[config.mk]
export PLATFORM = sky130hd
export DESIGN_NAME = router_fsm
export DESIGN_NICKNAME = d
export VERILOG_FILES = /design/src/rtl/router_pkg.sv /design/src/rtl/router_fsm.sv
export SDC_FILE = /design/constraint.sdc
export NUM_CORES = 1
export LEC_CHECK = 0
export ABC_AREA = 1
export BUFFER_PORTS_ARGS = -buffer_cell sky130_fd_sc_hd__buf_2
export CAP_MARGIN = 20
export CORE_MARGIN = 3
export CORE_UTILIZATION = 40
export DETAILED_ROUTE_END_ITERATION = 10
export GPL_ROUTABILITY_DRIVEN = 0
export PLACE_DENSITY = 0.68
export REMOVE_ABC_BUFFERS = 1
export SLEW_MARGIN = 20
export SYNTH_ARGS = -nofsm -noshare
export SYNTH_HDL_FRONTEND = slang
export SYNTH_SLANG_ARGS = --single-unit
export TNS_END_PERCENT = 100
[constraint.sdc]
create_clock -name clock -period 3.12 [get_ports clock]
set_input_delay 0.624 -clock clock [delete_from_list [all_inputs] [get_ports clock]]
set_output_delay 0.624 -clock clock [all_outputs]
set_load 0.05 [all_outputs]
[src/rtl/router_pkg.sv]
// Shared definitions for the 1x3 router control path: FSM state encoding
// and destination-address constants.
package router_pkg;

    // Fixed 3-bit encodings; other router blocks and debug probes rely on
    // these exact values.
    typedef enum logic [2:0] {
        DECODE_ADDRESS     = 3'd0,
        LOAD_FIRST_DATA    = 3'd1,
        LOAD_DATA          = 3'd2,
        FIFO_FULL_STATE    = 3'd3,
        LOAD_AFTER_FULL    = 3'd4,
        LOAD_PARITY        = 3'd5,
        CHECK_PARITY_ERROR = 3'd6,
        WAIT_TILL_EMPTY    = 3'd7
    } router_state_t;

    // Header address that no output port answers to; such packets are dropped.
    localparam logic [1:0] ROUTER_ADDR_INVALID = 2'd3;

    localparam int ROUTER_NUM_PORTS = 3;

endpackage

[src/rtl/router_fsm.sv]
// Router control FSM: decodes the header address, waits for the selected
// destination FIFO to drain, then sequences the byte register through
// header, payload, full-stall and parity phases. All outputs are Moore
// decodes of the state register.
module router_fsm
    import router_pkg::*;
#(
    parameter int ADDR_W = 2
) (
    input  logic              clock,
    input  logic              resetn,
    input  logic              pkt_valid,
    input  logic [ADDR_W-1:0] data_in,
    input  logic              fifo_full,
    input  logic              fifo_empty_0,
    input  logic              fifo_empty_1,
    input  logic              fifo_empty_2,
    input  logic              soft_reset_0,
    input  logic              soft_reset_1,
    input  logic              soft_reset_2,
    input  logic              parity_done,
    input  logic              low_pkt_valid,
    output logic              detect_add,
    output logic              lfd_state,
    output logic              ld_state,
    output logic              laf_state,
    output logic              full_state,
    output logic              rst_int_reg,
    output logic              write_enb_reg,
    output logic              busy
);

    localparam logic [ADDR_W-1:0] ADDR_INVALID = ADDR_W'(ROUTER_ADDR_INVALID);

    router_state_t     state_q, state_d;
    logic [ADDR_W-1:0] addr_q, addr_d;

    logic [ROUTER_NUM_PORTS-1:0] empty_vec;
    logic [ROUTER_NUM_PORTS-1:0] soft_vec;
    logic                        hdr_empty;   // empty flag of the port named by data_in
    logic                        sel_empty;   // empty flag of the latched port
    logic                        sel_soft;    // soft reset of the latched port
    logic                        hdr_valid;

    assign empty_vec = {fifo_empty_2, fifo_empty_1, fifo_empty_0};
    assign soft_vec  = {soft_reset_2, soft_reset_1, soft_reset_0};
    assign hdr_valid = pkt_valid && (data_in != ADDR_INVALID);

    // Select one per-port flag by address; the invalid address selects nothing.
    function automatic logic pick_port(input logic [ADDR_W-1:0] a,
                                       input logic [ROUTER_NUM_PORTS-1:0] v);
        logic r;
        r = 1'b0;
        for (int i = 0; i < ROUTER_NUM_PORTS; i++) begin
            if (a == ADDR_W'(i)) r = v[i];
        end
        return r;
    endfunction

    // 3:1 muxes of the destination status flags.
    always_comb begin
        hdr_empty = pick_port(data_in, empty_vec);
        sel_empty = pick_port(addr_q, empty_vec);
        sel_soft  = pick_port(addr_q, soft_vec);
    end

    // State and latched-address registers.
    always_ff @(posedge clock) begin
        // NOTE: resetn is sampled on the clock edge (synchronous), so it is
        // absent from the sensitivity list; state uses <= so every flop sees
        // pre-edge values.
        if (!resetn) begin
            state_q <= DECODE_ADDRESS;
            addr_q  <= '0;
        end else begin
            state_q <= state_d;
            addr_q  <= addr_d;
        end
    end

    // Next-state and address-capture logic.
    always_comb begin
        // NOTE: defaults first so every path assigns state_d/addr_d and no
        // latch is inferred.
        state_d = state_q;
        addr_d  = addr_q;
        unique case (state_q)
            DECODE_ADDRESS: begin
                if (hdr_valid) begin
                    addr_d  = data_in;
                    state_d = hdr_empty ? LOAD_FIRST_DATA : WAIT_TILL_EMPTY;
                end
            end
            WAIT_TILL_EMPTY: begin
                if (sel_empty) state_d = LOAD_FIRST_DATA;
            end
            LOAD_FIRST_DATA: state_d = LOAD_DATA;
            LOAD_DATA: begin
                // A full FIFO wins over the end of the payload.
                if (fifo_full)       state_d = FIFO_FULL_STATE;
                else if (!pkt_valid) state_d = LOAD_PARITY;
            end
            FIFO_FULL_STATE: begin
                if (!fifo_full) state_d = LOAD_AFTER_FULL;
            end
            LOAD_AFTER_FULL: begin
                if (parity_done)        state_d = DECODE_ADDRESS;
                else if (low_pkt_valid) state_d = LOAD_PARITY;
                else                    state_d = LOAD_DATA;
            end
            LOAD_PARITY: state_d = CHECK_PARITY_ERROR;
            CHECK_PARITY_ERROR: begin
                state_d = fifo_full ? FIFO_FULL_STATE : DECODE_ADDRESS;
            end
            default: state_d = DECODE_ADDRESS;
        endcase

        // A timeout on the active destination aborts the packet from any phase.
        if ((state_q != DECODE_ADDRESS) && sel_soft) state_d = DECODE_ADDRESS;
    end

    // Moore output decodes.
    assign detect_add    = (state_q == DECODE_ADDRESS);
    assign lfd_state     = (state_q == LOAD_FIRST_DATA);
    assign ld_state      = (state_q == LOAD_DATA);
    assign laf_state     = (state_q == LOAD_AFTER_FULL);
    assign full_state    = (state_q == FIFO_FULL_STATE);
    assign rst_int_reg   = (state_q == CHECK_PARITY_ERROR);
    assign write_enb_reg = (state_q == LOAD_DATA) || (state_q == LOAD_PARITY) ||
                           (state_q == LOAD_AFTER_FULL);
    assign busy          = (state_q != DECODE_ADDRESS) && (state_q != LOAD_DATA);

endmodule

* Yosys cells after proc, flatten, opt, wreduce, memory -nomap -nowiden
Cells that the tools add are included.
** Storage, ports and cells
- Register bits after elaboration :: 5
- Latch bits :: 0
- RAM bits :: 0
- Bits in read-only memories :: 0
- Input bits :: 14
- Output and inout port bits :: 8
- Logic and storage cells :: 51
- Memories kept :: 0
** Cells by class
- Add/subtract/negate cells :: 0
- Multiply operators :: 0
- Divide/modulo/power cells :: 0
- $lt $le $gt $ge :: 0
- Eq/ne operators :: 17
- Shift operators :: 0
- Multiplexer cells :: 19
- Bitwise gates (word level) :: 1
- Reductions and logical operators :: 12
** Operators by type and width (count)
- 3-bit two-way mux :: 8
- 3-bit one-hot mux with 8 select lines :: 1
- 3-bit == test, second input constant :: 4
- 1-bit two-way mux :: 9
- 3-bit by 2-bit == test with 1-bit output, second input constant :: 2
- 2-bit != test, second input constant :: 3
- 2-bit by 1-bit == test with 1-bit output, second input constant :: 2
- 2-bit == test, second input constant :: 2
- 2-bit logical NOT :: 2
- 4-bit AND reduction :: 1
- 3-bit by 1-bit == test with 1-bit output, second input constant :: 1
- 1-bit logical AND :: 3
- 3-bit logical NOT :: 1
- 3-bit by 2-bit != test with 1-bit output, second input constant :: 1
- 3-bit != test, second input constant :: 1
- 3-bit nonzero test :: 1
- 1-bit logical OR :: 2
- 2-bit two-way mux :: 1
- 2-bit by 1-bit != test with 1-bit output, second input constant :: 1
- 2-bit AND reduction :: 1
- 2-bit OR reduction :: 1
- 1-bit NOT :: 1

* Longest topological paths before layout
- Word-level depth :: 7
- Gate-level depth with buffers :: 10

* Least setup slack after synthesis
No wires, ideal clock.
- Kind :: reg2out
- From :: reg state_q[1]
- To :: out rst_int_reg
- Data arrival time :: 1.621 ns
- Data required time :: 2.496 ns
- Setup slack :: 0.875 ns
- Stages on the path, launching flop included :: 4
- Path buffers :: 1
- Cells stage by stage :: dfxtp_1 buf_4 inv_1 nor3_1
** Between the ends
- Cells in the longest elaborated chain, start to end :: 1
** Ends and longest elaborated chain
- start, declared :: line router_fsm.sv:35 : router_state_t state_q, state_d;
- start signal, assigned :: line router_fsm.sv:76 : state_q <= state_d;
- 3-bit == test :: line router_fsm.sv:128 : assign rst_int_reg = (state_q == CHECK_PARITY_ERROR);
- end, declared :: line router_fsm.sv:28 : output logic rst_int_reg,
Every way passes these cells.

* Final worst setup path
- From :: reg state_q[0]
- To :: out busy
** Between the ends
- Cells in the longest elaborated chain, start to end :: 2
** Ends and longest elaborated chain
- 3-bit by 2-bit != test with 1-bit output / 3-bit nonzero test (equally long branches) :: line router_fsm.sv:131 : assign busy = (state_q != DECODE_ADDRESS) && (state_q != LOAD_DATA);
- 1-bit logical AND (*) :: line router_fsm.sv:131
- end, declared :: line router_fsm.sv:30 : output logic busy
Mark *: on every way between the ends. The rest lies on a longest branch, timed or not.

==> results.py <==
metrics = {
    "pwr": {
        "p_comb_share_pct": 69.3,
        "p_int_uw": 267.2,
        "ir_drop_mv": 0.4986,
        "p_clk_share_pct": 11.0,
        "p_per_area_nw_per_um2": 1043,
        "p_switching_uw": 428.1,
        "finalPower_uw": 695.3,
        "seqPwrFrac_pct": 19.7,
        "p_leak_nw": 0.3914,
        "swShare_pct": 61.57,
    },
    "floorplan": {
        "coreArea_um2": 1171,
        "initial_core_util_pct": 45.51,
        "die_h_um": 42.51,
        "rows": 12,
        "io_pins": 22,
        "die-area_um2": 1807,
        "die_w_um": 42.51,
    },
    "setup_path": {
        "crit_chain": "inv_1 -> nand3_4 -> nand2_1 -> inv_1 -> buf_2",
        "rr_startpoint": "state_q[1]$_SDFFE_PP0P_",
        "start_kind": "register",
        "worstPathMaxFanout": 8,
        "critPathBufInv": 3,
        "regToRegSetupSlack_ps": 1680,
        "worstRegToRegCells": 9,
        "slowest_delay_ps": 540,
        "critical_path.top_delay_family": "flip-flops",
        "crit_required_ps": 2500,
        "cpMostUsedCell": "inv_1",
        "endpoint_kind": "output pin",
        "setup.worst_path.class": "register to output pin",
        "critPathArrivalTime_ps": 1460,
        "crit_slowest_cell": "dfxtp_1",
        "r2r-end": "state_q[2]$_SDFFE_PP0P_",
    },
    "synthesis": {
        "yosysUniqueCellTypes": 19,
        "synth_xor_area_share_pct": 0,
        "synthesis.area_um2": 533.0,
        "yosys.area_share.simple_pct": 53.99,
        "synth_top_area_cell": "dfxtp_1",
        "synth_compound_area_share_pct": 10.33,
        "yosys-mux-area-fraction_pct": 0,
        "yosys_warnings": 0,
        "synth.area.top_cells": "dfxtp_1, inv_1, nor2_1, nand3_1, nand2_1",
        "synthAdderAreaFrac_pct": 0,
        "ys_seq_area_share_pct": 18.78,
        "syn_avg_cell_area_um2": 5.794,
        "synth-seq-cells": 5,
        "synth.top_cell.area_share_pct": 18.78,
        "synth_top_family_by_area": "simple AND/OR/NAND/NOR gates",
        "synthCells": 92,
    },
    "finish": {
        "layoutNonFillerInstCount": 129,
        "antenna_cells": 0,
        "nFillCells": 130,
        "fin_nets": 130,
        "area_growth_pct": 25.12,
        "drive_above_1_share_pct": 31.30,
    },
    "sta": {
        "finClkSkew_ps": 7.222,
        "final.period_utilization_pct": 66.78,
        "fmax_mhz": 479.9,
        "rsz0062_at_grt": "no",
        "worstMarginPinSlew_ps": 453.7,
        "setup_violations": 0,
        "slew_viol_final": 0,
        "relSlewSlack_pct": 69.71,
        "fin_tns_setup_ps": 0,
        "period_needed_ps": 2084,
        "hold_viol": 0,
        "hold_slack_ps": 587.0,
    },
    "worst_hold_path": {
        "hold_path_depth": 2,
        "min_from": "addr_q[1]$_SDFFE_PN0P_",
        "hp-class": "register to register",
        "whs_endpoint": "addr_q[1]$_SDFFE_PN0P_",
    },
    "clock_network": {
        "cts_tree": "yes",
        "root_buffer": "clkbuf_4",
        "post_cts_buffers": 0,
        "clockBufferDepth": 2,
        "cts_resized": 0,
        "htreeDepth": 1,
        "clkSinkCount": 5,
        "insertion_delay_ps": 250,
        "cts_buffers": 3,
        "clkTransAtPathRegs_ps": 50,
        "ctsHoldBuffers": 0,
    },
    "routing": {
        "drc": 0,
        "drtPass1Iterations": 4,
        "routed_via_density": 4.969,
        "antenna_left": 0,
        "wl_um": 1320,
        "first_iter_violations": 10,
        "routed-via-count": 641,
        "wl_per_cell_um": 10.23,
    },
    "placement": {
        "dpl.hpwl_um": 1100,
        "place_inst": 125,
        "numPortBuffers": 21,
    },
    "global_routing": {
        "grt_overflow": 0,
        "grt_usage_pct": 15.14,
        "grt_pass1_vias": 590,
        "grt_pass1_wl_um": 2194,
        "antenna_found_initial": 0,
        "grt_start_max_net_pins": 9,
    },
    "outcome": {
        "status": "finished clean",
    },
    "flow_run": {
        "max_cap_violations": 0,
    },
}
[Yosys cell counts (all sizes together)]
cell type   n
dfxtp       5
nand4       3
o21ai       8
nor3        2
nand3b      1
a21oi       3
nand2      14
nand3      14
inv        20
buf         2
nor2       20
[kinds of logic after synthesis]
| family | Yosys count |
|---|---|
| AND/OR/NAND/NOR | 54 |
| AO/OA/AOI/OAI | 11 |
| flip-flops | 5 |
| buffers and inverters | 22 |
[stage by stage]
step / util, % / cell area, um^2 / setup slack, ps
3_5_place_dp: 54.70 / 640.6 / 1302
6_report: 56.94 / 666.9 / 1036
5_1_grt: 56.94 / 666.9 / 954.7
3_3_place_gp: 54.70 / 640.6 / 1339
2_1_floorplan: - / 518.0 / 721.4
4_1_cts: 56.94 / 666.9 / 1035
[power by group through the flow]
stage                     combinational, mW  clock (mW)  sequential (mW)
final                                 0.482      0.0765            0.137
after global routing                  0.530      0.0840            0.141
after CTS                             0.486      0.0773            0.136
after detailed placement              0.481           0            0.138
after global placement                0.481           0            0.136
after floorplan                       0.390           0            0.128
[state kept, by name, summed over array words and instances (netlist names)]
register	count
state_q	3
addr_q	2
[worst max path at each step]
| stage | slack, ps | startpoint | cells past startpoint | endpoint |
|---|---|---|---|---|
| after detailed placement | 1300 | state_q[0]$_SDFFE_PP0P_ | 5 | busy |
| after global placement | 1340 | state_q[0]$_SDFFE_PP0P_ | 5 | busy |
| after CTS | 1040 | state_q[0]$_SDFFE_PP0P_ | 5 | busy |
| after global routing | 950 | state_q[1]$_SDFFE_PP0P_ | 3 | rst_int_reg |
| after floorplan | 720 | state_q[1]$_SDFFE_PP0P_ | 2 | rst_int_reg |
| final | 1040 | state_q[0]$_SDFFE_PP0P_ | 5 | busy |
[worst min-delay path, cell delays in order, from the launching register on]
cell and delay [ps]:
dfxtp_1 330, o21ai_0 170, a21oi_1 40
[final cells by class]
cell class / count / area, um^2 / area share [%]
Inverter: 20 / 75.07 / 11.26
Multi-Input combinational cell: 65 / 342.8 / 51.41
Clock buffer: 4 / 26.28 / 3.940
Tap cell: 14 / 17.52 / 2.627
Timing Repair Buffer: 21 / 105.1 / 15.76
Sequential cell: 5 / 100.1 / 15.01
[per-layer routing]
metal  global-route usage, %  wire (um)  up-vias
met1                   18.69        605      291
met3                   1.288         48        2
met5                       0          0        -
li1                        -          -      339
met2                   25.84        655        9
met4                   7.453         10        0
[cell usage in the layout (no fill, tap or decap)]
cell type,instances
dfxtp_1,5
nor2_1,16
a21oi_1,3
clkbuf_4,3
nand2_2,2
nand2_1,12
nor2_4,1
nand3_2,2
nor3_1,1
buf_2,21
o21ai_0,6
nand3_4,1
nand4_1,3
o21ai_1,2
inv_2,2
nand3_1,11
clkbuf_1,1
nor2_2,3
nand3b_1,1
inv_1,18
nor3_4,1
Power figures use the tool's default switching activity.
